===== src/rtl/seq_divider_if.sv =====
// Request/response bundle for the sequential divider: operands in, status and result out.
interface seq_divider_if #(
  parameter int unsigned WIDTH = 32
);
  logic             start;
  logic [1:0]       op;
  logic [WIDTH-1:0] dividend;
  logic [WIDTH-1:0] divisor;
  logic             busy;
  logic             done;
  logic [WIDTH-1:0] result;

  modport master (
    output start, op, dividend, divisor,
    input  busy, done, result
  );

  modport slave (
    input  start, op, dividend, divisor,
    output busy, done, result
  );
endinterface


===== src/rtl/seq_divider.sv =====
// RV32M DIV/DIVU/REM/REMU by restoring division, one quotient bit per cycle,
// with single-cycle bypass for divide-by-zero and signed overflow.
module seq_divider #(
  parameter int unsigned WIDTH = 32
) (
  input logic          clk,
  input logic          rst,
  seq_divider_if.slave bus
);
  localparam int unsigned CNT_W = $clog2(WIDTH);
  localparam logic [WIDTH-1:0] INT_MIN  = {1'b1, {(WIDTH-1){1'b0}}};
  localparam logic [WIDTH-1:0] ALL_ONES = {WIDTH{1'b1}};

  typedef enum logic [1:0] {IDLE, RUN, FIX} state_t;

  state_t           state;
  logic [CNT_W-1:0] cnt;
  logic             rem_sel;
  logic             q_neg;
  logic             r_neg;
  logic [WIDTH-1:0] quo;
  logic [WIDTH-1:0] rem;
  logic [WIDTH-1:0] dvs;
  logic             busy_q;
  logic             done_q;
  logic [WIDTH-1:0] result_q;

  logic             is_signed_c;
  logic             div_zero_c;
  logic             ovf_c;
  logic [WIDTH-1:0] dvd_abs_c;
  logic [WIDTH-1:0] dvs_abs_c;
  logic [WIDTH:0]   shifted_c;
  logic [WIDTH:0]   diff_c;
  logic [WIDTH-1:0] quo_fix_c;
  logic [WIDTH-1:0] rem_fix_c;

  // Operand classification, one restoring step, and final sign fix-up
  always_comb begin
    is_signed_c = ~bus.op[0];
    div_zero_c  = (bus.divisor == '0);
    ovf_c       = is_signed_c && (bus.dividend == INT_MIN) && (bus.divisor == ALL_ONES);
    dvd_abs_c   = (is_signed_c && bus.dividend[WIDTH-1]) ? WIDTH'(-bus.dividend) : bus.dividend;
    dvs_abs_c   = (is_signed_c && bus.divisor[WIDTH-1])  ? WIDTH'(-bus.divisor)  : bus.divisor;
    shifted_c   = {rem, quo[WIDTH-1]};
    diff_c      = shifted_c - {1'b0, dvs};
    quo_fix_c   = q_neg ? WIDTH'(-quo) : quo;
    rem_fix_c   = r_neg ? WIDTH'(-rem) : rem;
  end

  always_ff @(posedge clk) begin
    if (rst) begin
      state    <= IDLE;
      cnt      <= '0;
      rem_sel  <= 1'b0;
      q_neg    <= 1'b0;
      r_neg    <= 1'b0;
      quo      <= '0;
      rem      <= '0;
      dvs      <= '0;
      busy_q   <= 1'b0;
      done_q   <= 1'b0;
      result_q <= '0;
    end else begin
      done_q <= 1'b0;
      case (state)
        IDLE: begin
          if (bus.start) begin
            rem_sel <= bus.op[1];
            cnt     <= '0;
            busy_q  <= 1'b1;
            // Special cases preload the final answer and skip straight to FIX
            if (div_zero_c) begin
              quo   <= ALL_ONES;
              rem   <= bus.dividend;
              q_neg <= 1'b0;
              r_neg <= 1'b0;
              state <= FIX;
            end else if (ovf_c) begin
              quo   <= INT_MIN;
              rem   <= '0;
              q_neg <= 1'b0;
              r_neg <= 1'b0;
              state <= FIX;
            end else begin
              quo   <= dvd_abs_c;
              rem   <= '0;
              dvs   <= dvs_abs_c;
              q_neg <= is_signed_c & (bus.dividend[WIDTH-1] ^ bus.divisor[WIDTH-1]);
              r_neg <= is_signed_c & bus.dividend[WIDTH-1];
              state <= RUN;
            end
          end
        end
        RUN: begin
          if (!diff_c[WIDTH]) begin
            rem <= diff_c[WIDTH-1:0];
            quo <= {quo[WIDTH-2:0], 1'b1};
          end else begin
            rem <= shifted_c[WIDTH-1:0];
            quo <= {quo[WIDTH-2:0], 1'b0};
          end
          cnt <= cnt + CNT_W'(1);
          if (cnt == CNT_W'(WIDTH - 1)) begin
            state <= FIX;
          end
        end
        FIX: begin
          result_q <= rem_sel ? rem_fix_c : quo_fix_c;
          done_q   <= 1'b1;
          busy_q   <= 1'b0;
          state    <= IDLE;
        end
        default: state <= IDLE;
      endcase
    end
  end

  assign bus.busy   = busy_q;
  assign bus.done   = done_q;
  assign bus.result = result_q;
endmodule


===== src/flat_wrapper.sv =====
// flat-port wrapper written by rule: the top's interface ports become plain ports
module seq_divider_flat 
#(
  parameter int unsigned WIDTH = 32
)
  (clk, rst, bus_start, bus_op, bus_dividend, bus_divisor, bus_busy, bus_done, bus_result);
  seq_divider_if #(.WIDTH(WIDTH)) bus_i ();
  input logic clk;
  input logic rst;
  input wire logic [$bits(bus_i.start)-1:0] bus_start;
  input wire logic [$bits(bus_i.op)-1:0] bus_op;
  input wire logic [$bits(bus_i.dividend)-1:0] bus_dividend;
  input wire logic [$bits(bus_i.divisor)-1:0] bus_divisor;
  output wire logic [$bits(bus_i.busy)-1:0] bus_busy;
  output wire logic [$bits(bus_i.done)-1:0] bus_done;
  output wire logic [$bits(bus_i.result)-1:0] bus_result;
  assign bus_i.start = bus_start;
  assign bus_i.op = bus_op;
  assign bus_i.dividend = bus_dividend;
  assign bus_i.divisor = bus_divisor;
  assign bus_busy = bus_i.busy;
  assign bus_done = bus_i.done;
  assign bus_result = bus_i.result;
  seq_divider #(.WIDTH(WIDTH)) u_core (.clk(clk), .rst(rst), .bus(bus_i));
endmodule

===== config.mk =====
export PLATFORM = sky130hd
export DESIGN_NAME = seq_divider_flat
export DESIGN_NICKNAME = d
export VERILOG_FILES = /design/src/rtl/seq_divider_if.sv /design/src/rtl/seq_divider.sv /design/src/flat_wrapper.sv
export SDC_FILE = /design/constraint.sdc
export NUM_CORES = 1
export LEC_CHECK = 0
export CELL_PAD_IN_SITES_DETAIL_PLACEMENT = 0
export CELL_PAD_IN_SITES_GLOBAL_PLACEMENT = 2
export CORE_UTILIZATION = 34
export CTS_CLUSTER_SIZE = 16
export DETAILED_ROUTE_END_ITERATION = 10
export GPL_TIMING_DRIVEN = 0
export PLACE_DENSITY_LB_ADDON = 0.1
export SYNTH_ARGS = -nofsm -noshare
export SYNTH_HDL_FRONTEND = slang
export SYNTH_SLANG_ARGS = --single-unit

===== constraint.sdc =====
create_clock -name clk -period 3.8 [get_ports clk]
set_input_delay 0.76 -clock clk [delete_from_list [all_inputs] [get_ports clk]]
set_output_delay 0.76 -clock clk [all_outputs]
set_load 0.005 [all_outputs]

# == Word level (Yosys, flattened, before mapping) ==
# Index checks and enable logic that the tools add are counted.
# Widths: inputs -> output; s select.
# op_classes
add_sub_neg,6
n_eq_ne,7
muxes,28
bitwise_logic,6
reduce_logical,13
# ops
operator,count
$mux 32,11
$neg 32->32,4
$pmux 32 s2,2
$eq 32x32->1 const B,2
$sub 33x32->33,1
$logic_not 32->1,1
$pmux 5 s2,1
$mux 2,4
$reduce_and 2->1,4
$mux 1,7
$add 5x1->5 const B,1
$eq 5x5->1 const B,1
$mux 5,1
$logic_and 1x1->1,4
$pmux 2 s2,1
$reduce_and 4->1,1
$reduce_bool 2->1,2
$not 1->1,3
$and 1x1->1,2
$eq 2x1->1 const B,1
$eq 2x2->1 const B,1
$logic_not 2->1,1
$ne 2x1->1 const B,1
$ne 2x2->1 const B,1
2 further kinds,2
# word_totals
reg_bits,140
input_bits,69
word_cells,71

# == Depth between registers and ports, before layout ==
# depth
depth_word,7
ltp_mapped,14
depth_no_buf,12

# == Worst setup path before layout ==
# Ideal clock, no wire load.
# synth_path
path_kind,flip-flop to flip-flop
start,register u_core.quo[31]
end,register u_core.rem[25]
arrival_time_ns,3.271
required_ns,3.676
slack_ns,0.405
stages_incl_launch_ff,14
path_cell_list,dfxtp_1 inv_1 ha_1 fa_1 nand2b_1 a21oi_1 o41a_1 a211oi_1 o21a_1 nor3_1 nor3_2 buf_2 a221oi_1 a21oi_1
# synth_between
elab_chain_cells,3
# synth_lines
item,line_no,source
"start, declared",seq_divider.sv:21,logic [WIDTH-1:0] quo;
"start signal, assigned",seq_divider.sv:86,quo <= dvd_abs_c;
"start signal, assigned",seq_divider.sv:98,"quo <= {quo[WIDTH-2:0], 1'b1};"
"start signal, assigned",seq_divider.sv:101,"quo <= {quo[WIDTH-2:0], 1'b0};"
$sub 33x32->33,seq_divider.sv:46,"diff_c = shifted_c - {1'b0, dvs};"
$mux 32,seq_divider.sv:96,if (!diff_c[WIDTH]) begin
$pmux 32 s2,seq_divider.sv:66,case (state)
"end signal, assigned",seq_divider.sv:75,rem <= bus.dividend;
"end signal, assigned",seq_divider.sv:97,rem <= diff_c[WIDTH-1:0];
"end signal, assigned",seq_divider.sv:100,rem <= shifted_c[WIDTH-1:0];
"end, declared",seq_divider.sv:22,logic [WIDTH-1:0] rem;
# Every way passes these cells.
# A chain may end at the register's enable or synchronous reset.

# == Final worst setup path ==
# layout_path
start,input bus_dividend[24]
end,register u_core.quo[0]
# layout_between
elab_chain_cells,7
# layout_lines
item,line_no,source
"start, declared",flat_wrapper.sv:12,input wire logic [$bits(bus_i.dividend)-1:0] bus_dividend;
$eq 32x32->1,seq_divider.sv:42,ovf_c = is_signed_c && (bus.dividend == INT_MIN) && (bus.divisor == ALL_ONES);
$logic_and 1x1->1 (2 in a row),seq_divider.sv:42,
$mux 32,seq_divider.sv:79,end else if (ovf_c) begin
$mux 32,seq_divider.sv:73,if (div_zero_c) begin
$mux 32,seq_divider.sv:68,if (bus.start) begin
$pmux 32 s2,seq_divider.sv:66,
# Every way passes these cells. The select of a mux whose other input is x is not followed.

==> results.py <==
metrics = {
    "floorplanning": {
        "die_y_um": 180.9,
        "dieArea_sq_mm": 0.03271,
        "die_w_um": 180.9,
        "fp-row-count": 65,
        "core_area_sq_mm": 0.03156,
        "io_pins": 103,
        "start_util_pct": 34.47,
    },
    "global_route": {
        "overflow": 0,
        "met2_usage_pct": 46.61,
        "grt-busiest-layer": "met2",
        "grt_pass1_vias": 10770,
        "grtUsageMet1_pct": 32.29,
        "grt.met3_usage_pct": 2.943,
        "gr-usage-all-layers_pct": 26.01,
        "antenna_found_initial": 0,
        "grt_pass1_wl_um": 64600,
        "grt_max_degree": 20,
    },
    "sta": {
        "finClkSkew_ns": 0.01199,
        "max_slew_margin_pct": 22.12,
        "fmax_ghz": 0.2742,
        "min_period_over_period_pct": 95.96,
        "finalSetupViolations": 0,
        "final_hold_viol_count": 0,
        "worstMarginPinSlew_ns": 1.163,
        "post-route-min-period_ns": 3.646,
        "rsz0062_at_grt": "false",
        "timing.hold.ws_ns": 0.4483,
        "setup_slack_ns": 0.1536,
        "slew_violations": 0,
    },
    "setup_path": {
        "crit_arrival_ns": 3.94,
        "required_ns": 4.10,
        "r2r_start": "u_core.quo[31]$_SDFFE_PP0P_",
        "cp-start-kind": "input port",
        "crit_slowest_cell": "or4_1",
        "cpPeakStageDelay_ns": 0.66,
        "reg2reg_slack_ns": 0.18,
        "reg2reg_depth": 13,
        "critical_path.max_fanout": 10,
        "r2r_end": "u_core.rem[13]$_SDFFE_PP0P_",
        "worstPathCellList": "clkdlybuf4s50_1 -> or4_1 -> nor4_2 -> nand3_1 -> nor4_4 -> buf_4 -> clkbuf_4 -> o21ai_0 -> o211ai_1 -> a21oi_1",
        "crit_path_end_kind": "flip-flop",
        "worstSetupPathType": "input port to flip-flop",
    },
    "logic_synthesis": {
        "syn_avg_cell_area_sq_um": 7.429,
        "synth-async-reset-ratio_pct": 0,
        "synthTopCellsByArea": "dfxtp_1, a21oi_1, xnor2_1, xor2_1, nor2_1",
        "netlist_area_sq_mm": 0.01088,
        "yosysTopAreaCellShare_pct": 25.77,
        "syn_nets": 1573,
        "synth_edf_count": 0,
        "ys_ff_latch": 140,
        "ys_warn_count": 0,
        "synth_seq_area_share_pct": 25.77,
        "synth_area_leader_cell": "dfxtp_1",
        "ys.flop_type": "dfxtp_1",
        "synth_cells": 1464,
        "synth_cell_types": 68,
    },
    "cells_and_area": {
        "layout_common_cells": "nor2_1, nand2_1, a21oi_1, dfxtp_1, clkdlybuf4s50_1",
        "layout-drive-gt1-share_pct": 5.871,
        "fill_cells": 3382,
        "antenna_cells": 0,
        "syn_to_final_growth_pct": 21.18,
        "final_cells": 2003,
        "finish.utilization_pct": 41.77,
        "nets": 1698,
    },
    "clocking": {
        "tritoncts": "built",
        "h-tree-depth": 4,
        "cts_hold_buffers": 0,
        "clock-sinks": 140,
        "clk_root_buffer_cell": "clkbuf_16",
        "insertion_delay_ns": 0.43,
        "cts_buffers": 17,
        "clockBufferDepth": 2,
        "cts.clk_slew.worst_paths_ns": 0.06,
    },
    "route": {
        "wl_per_cell_um": 21.16,
        "drc_errors": 0,
        "viasPerCell": 5.551,
        "drtPass1Iterations": 5,
        "ant_nets": 0,
        "drt-initial-drc-count": 594,
        "finalWirelength_um": 42390,
        "via_count": 11120,
    },
    "place": {
        "io_buffers": 101,
        "finalWeightedCongestion": 0.8833,
        "post-place-ws_ns": -0.8847,
        "hpwlAfterDp_um": 34760,
        "dp.cells": 1968,
    },
    "hold_path": {
        "hold_end": "u_core.bus.result[13]$_SDFFE_PP0P_",
        "hold_class": "flip-flop to flip-flop",
        "worstHoldPathCells": 2,
        "hold_start": "u_core.bus.result[13]$_SDFFE_PP0P_",
    },
    "power": {
        "powerDensity_mw_per_mm2": 465.2,
        "ir_drop_v": 0.0003469,
        "p_leak_nw": 4.710,
    },
    "run_status": {
        "status": "completed",
    },
    "run": {
        "max-cap-violations": 0,
    },
}
## logic make-up (layout without fill, tap and decap cells)
| group | after synthesis | after routing | share of synthesized area (%) |
|---|---|---|---|
| compound gates | 482 | 482 | 29.50 |
| xor+xnor | 134 | 134 | 10.79 |
| fa+ha+maj | 40 | 40 | 4.670 |
| buf+inv | 155 | 291 | 5.683 |
| flops | 140 | 140 | 25.77 |
| mux | 16 | 16 | 1.495 |
| simple gates | 497 | 498 | 22.10 |
## worst max-delay path, delay by kind of cell
kind	cells	cell delay, ns
AOI/OAI and AO/OA	3	0.35
buffers and inverters	3	1.03
and+or+nand+nor	4	1.79
## worst max path at each step
| stage | to | depth (start not counted) | from | slack (ns) |
|---|---|---|---|---|
| CTS | u_core.rem[24]$_SDFFE_PP0P_ | 13 | u_core.quo[31]$_SDFFE_PP0P_ | 0.004 |
| global placement | u_core.dvs[31]$_SDFFE_PP0P_ | 11 | bus_dividend[0] | -1.21 |
| global route | u_core.rem[13]$_SDFFE_PP0P_ | 13 | u_core.quo[31]$_SDFFE_PP0P_ | 0.004 |
| detailed placement | u_core.rem[24]$_SDFFE_PP0P_ | 13 | u_core.quo[31]$_SDFFE_PP0P_ | -0.88 |
| floorplan | u_core.rem[25]$_SDFFE_PP0P_ | 13 | u_core.quo[31]$_SDFFE_PP0P_ | 0.40 |
| finish | u_core.quo[0]$_SDFFE_PP0P_ | 10 | bus_dividend[24] | 0.15 |
## stage by stage
step / power [mW] / area [sq um] / TNS, ns
floorplan: 3.538 / 10880 / 0
global placement: 4.346 / 12390 / -70.41
detailed placement: 4.348 / 12410 / -60.79
CTS: 6.095 / 13100 / 0
global route: 6.508 / 13180 / 0
finish: 6.131 / 13180 / 0
## power breakdown
part	total [mW]	internal [mW]	switching (mW)
clock network	1.68	1.03	0.656
registers	1.84	1.60	0.232
logic	2.61	1.02	1.59
## state kept, by name, indices dropped and copies added (netlist names)
register	flops
u_core.quo	32
u_core.cnt	5
u_core.rem	32
u_core.bus.result	32
u_core.q_neg	1
u_core.bus.busy	1
u_core.r_neg	1
u_core.dvs	32
u_core.bus.done	1
u_core.state	2
u_core.rem_sel	1
## layout make-up
cell class | count | area [sq um] | area share [%]
inverters | 51 | 191.4 | 1.452
repair buffers | 109 | 1082 | 8.212
flip-flops and latches | 140 | 2809 | 21.31
clock inverters | 7 | 87.58 | 0.6645
well taps | 402 | 503.0 | 3.816
clock buffers | 24 | 491.7 | 3.731
plain buffers | 100 | 441.7 | 3.351
multi-input cells | 1170 | 7574 | 57.46
## cells in the mapped netlist (4+ instances only)
| library cell | n |
|---|---|
| nor2_1 | 152 |
| nand2_1 | 151 |
| a21oi_1 | 145 |
| dfxtp_1 | 140 |
| clkbuf_1 | 85 |
| xnor2_1 | 68 |
| o21ai_0 | 67 |
| xor2_1 | 66 |
| a211oi_1 | 64 |
| inv_1 | 51 |
| ha_1 | 39 |
| o211ai_1 | 36 |
| o31ai_1 | 30 |
| nor3_1 | 27 |
| nor4_1 | 25 |
| o221ai_1 | 22 |
| a311oi_1 | 21 |
| or3_1 | 21 |
| and3_1 | 18 |
| nand2b_1 | 18 |
| a31oi_1 | 17 |
| nand3_1 | 15 |
| o41ai_1 | 15 |
| mux2i_1 | 14 |
| nand4_1 | 12 |
| nor2b_1 | 12 |
| or4_1 | 12 |
| o21a_1 | 11 |
| a21o_1 | 10 |
| buf_2 | 7 |
| o31a_1 | 7 |
| a211o_1 | 6 |
| or4_4 | 6 |
| a21boi_0 | 5 |
| buf_1 | 5 |
| buf_4 | 5 |
| or2_2 | 5 |
| a221oi_1 | 4 |
## routing by layer
| layer | up-vias | wire length [um] |
|---|---|---|
| met2 | 276 | 20980 |
| li1 | 5645 | - |
| met4 | 0 | 934 |
| met5 | - | 0 |
| met1 | 5146 | 19010 |
| met3 | 52 | 1475 |
## repair_timing
| action | CTS | global route |
|---|---|---|
| pin swaps | 4 | 2 |
| buffers inserted | 5 | 2 |
| endpoints found under the setup margin | 82 | 80 |
| gates resized for setup | 23 | 17 |
| cloned | 0 | 1 |
(Power assumes the default switching activity.)
